## src/rtl/if_fetch_stage.sv

```systemverilog
// if_fetch_stage: VLIW bundle fetch into IF/ID through a fetch buffer, 3 deep under IF_PREFETCH_BUF_EN, otherwise 1.
module if_fetch_stage #(
    parameter logic [31:0] RESET_PC = 32'h0000_0000
) (
    input  logic        clk,
    input  logic        reset,
    input  logic        p1_pipeline_stall,
    input  logic        IF_flush,
    input  logic [1:0]  pcSrc,
    input  logic [31:0] mem_shiftedSext8_branchOffset,
    input  logic [31:0] mem_shiftedSext11_jumpOffset,
    output logic        imem_req,
    output logic [31:0] imem_addr,
    input  logic        imem_ready,
    input  logic [31:0] imem_rdata,
    output logic [15:0] p1_aluInstr,
    output logic [15:0] p1_memInstr,
    output logic [31:0] p1_pc,
    output logic        p1_valid
);
`ifdef IF_PREFETCH_BUF_EN
    localparam int DEPTH = 3;
`else
    localparam int DEPTH = 1;
`endif
    localparam int CW = $clog2(DEPTH + 1);

    typedef enum logic [1:0] {IDLE, REQ, DISCARD} state_t;

    state_t              state_q, state_d;
    logic [31:0]         fetch_pc_q, fetch_pc_d, hold_addr_q, hold_addr_d;
    logic [DEPTH*64-1:0] buf_q, buf_d;
    logic [CW-1:0]       cnt_q, cnt_d;
    logic [15:0]         p1_alu_q, p1_alu_d, p1_mem_q, p1_mem_d;
    logic [31:0]         p1_pc_q, p1_pc_d;
    logic                p1_valid_q, p1_valid_d;
    logic                redirect, resp, bypass, pop, push, hold, load;
    logic [31:0]         target;
    logic [63:0]         head;

    always_comb begin
        redirect = p1_valid_q & ~p1_pipeline_stall & (pcSrc == 2'b01 || pcSrc == 2'b10);
        target = (p1_pc_q + 32'd4 + (pcSrc == 2'b01 ? mem_shiftedSext8_branchOffset
                                                     : mem_shiftedSext11_jumpOffset)) & ~32'd3;
        resp = (state_q == REQ) & imem_ready;
        hold = p1_pipeline_stall & ~IF_flush;
        pop = ~redirect & ~IF_flush & ~p1_pipeline_stall & (cnt_q != '0);
        bypass = resp & ~redirect & ~IF_flush & ~p1_pipeline_stall & (cnt_q == '0);
        push = resp & ~redirect & ~bypass;
        imem_req = state_q != IDLE;
        imem_addr = state_q == DISCARD ? hold_addr_q : fetch_pc_q;
        hold_addr_d = state_q == DISCARD ? hold_addr_q : fetch_pc_q;
        fetch_pc_d = redirect ? target : resp ? fetch_pc_q + 32'd4 : fetch_pc_q;
        // Pop shifts the head out; a push lands just past the surviving entries.
        buf_d = pop ? buf_q >> 64 : buf_q;
        cnt_d = cnt_q - CW'(pop);
        if (push)
            buf_d[64*int'(cnt_d) +: 64] = {fetch_pc_q, imem_rdata};
        cnt_d = redirect ? '0 : cnt_d + CW'(push);
        state_d = redirect ? ((state_q != IDLE && !imem_ready) ? DISCARD : REQ)
                : state_q == DISCARD ? (imem_ready ? REQ : DISCARD)
                : (state_q == REQ && !imem_ready) ? REQ
                : int'(cnt_d) < DEPTH ? REQ : IDLE;
        head = pop ? buf_q[63:0] : {fetch_pc_q, imem_rdata};
        load = pop | bypass;
        p1_alu_d = hold ? p1_alu_q : load ? head[15:0] : 16'h0000;
        p1_mem_d = hold ? p1_mem_q : load ? head[31:16] : 16'h0000;
        p1_pc_d = load ? head[63:32] : p1_pc_q;
        p1_valid_d = hold ? p1_valid_q : load;
    end

    always_ff @(posedge clk) begin
        if (!reset) begin
            state_q     <= IDLE;
            fetch_pc_q  <= RESET_PC;
            hold_addr_q <= RESET_PC;
            buf_q       <= '0;
            cnt_q       <= '0;
            p1_alu_q    <= '0;
            p1_mem_q    <= '0;
            p1_pc_q     <= RESET_PC;
            p1_valid_q  <= 1'b0;
        end else begin
            state_q     <= state_d;
            fetch_pc_q  <= fetch_pc_d;
            hold_addr_q <= hold_addr_d;
            buf_q       <= buf_d;
            cnt_q       <= cnt_d;
            p1_alu_q    <= p1_alu_d;
            p1_mem_q    <= p1_mem_d;
            p1_pc_q     <= p1_pc_d;
            p1_valid_q  <= p1_valid_d;
        end
    end

    assign p1_aluInstr = p1_alu_q;
    assign p1_memInstr = p1_mem_q;
    assign p1_pc       = p1_pc_q;
    assign p1_valid    = p1_valid_q;
endmodule
```

## config.mk

```make
export PLATFORM = sky130hd
export DESIGN_NAME = if_fetch_stage
export DESIGN_NICKNAME = d
export VERILOG_FILES = /design/src/rtl/if_fetch_stage.sv
export SDC_FILE = /design/constraint.sdc
export NUM_CORES = 1
export LEC_CHECK = 0
export BUFFER_PORTS_ARGS = -buffer_cell sky130_fd_sc_hd__buf_2
export CORE_MARGIN = 2
export CORE_UTILIZATION = 32
export DETAILED_ROUTE_END_ITERATION = 6
export PLACE_DENSITY = 0.58
export SETUP_SLACK_MARGIN = 0.15
export SLEW_MARGIN = 20
export SYNTH_ARGS = -nofsm -noshare
export SYNTH_HDL_FRONTEND = slang
export SYNTH_SLANG_ARGS = --single-unit
```

## constraint.sdc

```tcl
create_clock -name clk -period 10.1 [get_ports clk]
set_input_delay 1.515 -clock clk [delete_from_list [all_inputs] [get_ports clk]]
set_output_delay 1.515 -clock clk [all_outputs]
set_load 0.03 [all_outputs]
```

* Word-level counts from Yosys, hierarchy flattened *
Index checks and enable logic that the tools add are counted.

storage, ports and cells
  bits in registers = 196
  output and inout bits = 98

cells by class
  equality and inequality tests = 4
  bitwise gates (word level) = 19
  reductions and logical operators = 7
  shift-type cells = 2
  add/subtract/negate cells = 6
  magnitude comparators = 1
  mux-type cells = 17

operators with widths
  kind                                                    count
  two-way mux 64 bit                                      3
  two-way mux 32 bit                                      4
  adder 32 x 3 -> 32 bit, second input constant           2
  bitwise mux 64 bit                                      1
  variable shift 64 x 33 -> 64 bit, first input constant  1
  variable part select 64 x 33 -> 64 bit                  1
  negator 7 -> 33 bit                                     1
  adder 32 bit                                            1
  two-way mux 16 bit                                      2
  AND 1 bit                                               12
  two-way mux 2 bit                                       4
  NOT 1 bit                                               6
  equality test 2 x 1 -> 1 bit, second input constant     2
  equality test 2 bit, second input constant              2
  nonzero test 2 bit                                      2
  two-way mux 1 bit                                       3
  logical AND 1 bit                                       2
  OR reduction 2 bit                                      1
  adder 1 bit                                             1
  logical NOT 1 bit                                       1
  logical OR 1 bit                                        1
  less-than comparator 1 bit, second input constant       1
  bitwise OR 1 bit                                        1
  subtractor 1 bit                                        1

* Longest topological paths before layout *
  word-level depth = 17
  depth in mapped cells = 15
  depth with buffers taken out = 13

* Worst setup path before layout *
No wires, ideal clock.

  path kind = in2reg
  start point = input port pcSrc[1]
  end point = register fetch_pc_q[26]
  setup slack = 5126 ps
  arrival time = 4847 ps
  buffers on the path = 2
  cell stages on the path = 14
  cell sequence = inv_1 > ha_1 > buf_6 > clkbuf_1 > mux2_2 > ha_1 > ha_1 > and4_1 > a221oi_4 > a211oi_2 > o21ba_1 > a211o_1 > a22o_1 > or3_1

between the ends
  word-level cells in the longest chain between the ends = 4
  elaborated cells between the ends (all ways) = 8

RTL lines
  what                                                                        RTL line  text
  from (decl)                                                                 9         input logic [1:0] pcSrc,
  equality test 2 x 1 -> 1 bit / equality test 2 bit (equally long branches)  42, 43
  two-way mux 32 bit / logical OR 1 bit (equally long branches)               43, 42
  adder 32 bit / AND 1 bit (equally long branches)                            43, 42
  two-way mux 32 bit / nonzero test 2 bit (equally long branches)             -
  to (signal assigned)                                                        85        fetch_pc_q <= fetch_pc_d;
  to (decl)                                                                   31        logic [31:0] fetch_pc_q, fetch_pc_d, hold_addr_q, hold_addr_d;

Several ways; a longest one is shown, not always the timed one.
A chain may end at the register's enable or synchronous reset.

* Final worst setup path *
Same ends and word-level chain as after synthesis.

==> run metrics <==
Rows=66; CP endpoint kind=register; cts-stage hold buffer count=0; Power Total=1.811 mW; final std cells w/o fill=1818; Critical Path, Cell by Cell=buf_2, inv_1, ha_1, buf_4, mux2_2, ha_1, ha_1, and4_1, a221oi_4, a211oi_2, o21ba_1, a211o_1, a22o_1, or3_1; DRT antenna net count=0; number of gates given a new drive strength after cts=0; layout cell share with drive strength beyond 1=0.2333; number of buffers created by CTS=17; count of vias placed by the detailed router=9625; cell count after placement=1786; horizontal die dimension=184.4 um; CP startpoint kind=primary input; number of warnings printed during yosys synthesis=0; Die Footprint=0.03400 mm^2; DP HPWL=22.57 mm; setup clock skew after layout=0.01227 ns; Fmax achieved=212.2 MHz; final hold violation count=0; critical path's slowest cell=sky130_fd_sc_hd__mux2_2; Power Density=147.1 mW/mm^2; sequential-to-total area share from yosys stat=0.3729; syn avg cell area=8.487 um^2; Fin Setup TNS=0 ns; worst setup slack for register-to-register paths=7.06 ns; critical setup path kind=primary input to register; slew at the pin with the worst max-slew slack=0.9836 ns; number of flip-flops and latches in the synthesized netlist=194; number of synthesized flops with an enable pin=0; Required @ worst endpoint=10.43 ns; Initial DRC Count=830; total standard cell area after synthesis=0.01041 mm^2; vertical extent of the die=184.4 um; H-tree levels=4; growth of design area from synthesis to finish=18.23%; global-route usage over all layers=0.1878; shortest period the worst path allows=4.712 ns; DRC violations left=0; cell type contributing the most total cell area after synthesis=sky130_fd_sc_hd__dfxtp_1; cell with the most instances after synthesis=sky130_fd_sc_hd__dfxtp_1; final net count=1528; Port Buffer Count=200; Sink Count=194; highest net fanout along the worst path=32; LEAKAGE=5.103 nW; wire length of the first global-routing pass=50.15 mm; count of maximum capacitance violations=0; number of buffers and inverters on the critical path=3; final number of setup-violating endpoints=0; largest buffer count on any clock path=2; drt total wl=32.31 mm; initial core utilization=0.3225; initial antenna violation count=2; DRT Pass-1 Iters=6; kind of cell adding the most delay to the critical path=compound AO/OA/AOI/OAI gates; status=finished clean; area used by sequential logic in the layout=0.003885 mm^2; worst-case vdd ir drop=0.1069 mV; FILL cells=3318; worst stage delay on the critical path=0.39 ns; number of max-slew violations in the final report=0; clock tree from TritonCTS=done; ports placed on the boundary=201; top post-synthesis cells by count=sky130_fd_sc_hd__dfxtp_1 (194), sky130_fd_sc_hd__a21oi_1 (136), sky130_fd_sc_hd__nand2_1 (120); final cycle utilization of the critical path=0.4666; cell chosen for the clock root=sky130_fd_sc_hd__clkbuf_16; most used cell, CP=sky130_fd_sc_hd__ha_1; area fraction of the dominant cell type after synthesis=0.3729; final weighted congestion in routability-driven placement=0.8972; Worst-Skew Late Latency=0.45 ns; most area-consuming cells after synthesis=sky130_fd_sc_hd__dfxtp_1 (37%), sky130_fd_sc_hd__ha_1 (7.3%), sky130_fd_sc_hd__a21oi_1 (6.5%); vias in the first global route=8846; area of the multi-input gates=0.006113 mm^2; post-synthesis net count=1392; RSZ-0062 raised after global routing=no; detailed-route wire length per cell=17.77 um; synth unique cells=64; primary flip-flop cell chosen by synthesis mapping=sky130_fd_sc_hd__dfxtp_1; Antenna Diode Count=0; Gate Count Post-Synth=1227; clk slew on worst S/H paths=0.08 ns; worst min-delay path category=register to register; Slew headroom=0.3427; sum of overflow across all layers after global routing=0; maximum number of pins on one net before global-route repair=82; via count normalized by instance count=5.294; post-CTS setup-driven buffer insertion count=0; final-layout worst hold slack=0.4632 ns; area of the placeable core=0.03229 mm^2; async set-or-reset flop fraction in the synthesized netlist=0; critical path data arrival time=5.04 ns
-- cells by family (layout without fill, tap and decap cells) --
kind of cell,Yosys count,after routing,share of synthesized area
flops,194,194,0.3729
buf+inv,114,263,0.04205
compound gates,340,340,0.2116
xor+xnor,46,46,0.03869
mux,62,62,0.06716
simple gates,409,409,0.1924
fa+ha+maj,62,62,0.07521
-- stage by stage --
step	setup WS [ns]	area, um^2	utilization
finish	5.388	12310	0.3813
detailed placement	4.887	11720	0.3631
floorplan	5.126	10410	-
global placement	4.918	11720	0.3631
CTS	5.358	12310	0.3813
global route	5.174	12310	0.3813
-- where the power goes --
part / internal [mW] / switching (mW)
Clock: 0.354 / 0.348
Combinational: 0.107 / 0.202
Sequential: 0.784 / 0.0163
Total: 1.24 / 0.566
-- area by class of cell --
type | count | area share
inverters | 17 | 0.005285
flip-flops and latches | 194 | 0.3155
well taps | 442 | 0.04492
repair buffers | 214 | 0.08984
clock inverters | 15 | 0.01331
clock buffers | 17 | 0.03455
multi-input cells | 919 | 0.4965
-- layer usage --
metal | wire length, um | share of wire | GRT usage | vias up
met5 | 20 | 0.00062 | 0 | -
met4 | 449 | 0.014 | 0.04896 | 4
met3 | 2385 | 0.074 | 0.04031 | 36
met2 | 14250 | 0.44 | 0.2881 | 382
met1 | 15200 | 0.47 | 0.2657 | 4472
li1 | - | - | - | 4731
-- layout by cell type, fill, tap and decap left out, drive strengths merged, types with 6 or more instances in the layout --
cell type and n:
buf 214, dfxtp 194, a21oi 136, nand2 120, nand3 84, nor2 73, ha 61, mux2 60
o21ai 57, and2 39, o31ai 35, nand2b 34, a222oi 32, xnor2 28, inv 26, xor2 18
clkbuf 17, and3 13, nand4 13, a211oi 13, nor3 9, and4 8, o22ai 7, o21a 7
a21o 6, o21bai 6
-- worst paths after layout --
check / startpoint / end / cells after the start
max: pcSrc[1] / fetch_pc_q[26]$_SDFFE_PN0P_ / 14
min: buf_q[37]$_SDFF_PN0_ / buf_q[37]$_SDFF_PN0_ / 2
max reg2reg: p1_pc[2]$_SDFFE_PN0P_ / fetch_pc_q[26]$_SDFFE_PN0P_ / 11
min reg2reg: buf_q[37]$_SDFF_PN0_ / buf_q[37]$_SDFF_PN0_ / 2
-- worst min-delay path, cell delays in order (launching register included) --
cell	delay, ns
sky130_fd_sc_hd__dfxtp_1	0.31
sky130_fd_sc_hd__nand3_1	0.06
sky130_fd_sc_hd__a21oi_1	0.05
-- registers in the layout (all words and copies together), names as in the netlist --
name,cells
buf_q,64
cnt_q,1
fetch_pc_q,30
hold_addr_q,32
p1_aluInstr,16
p1_memInstr,16
p1_pc,32
p1_valid,1
state_q,2
Note: power is estimated with default switching activity, not from simulation.
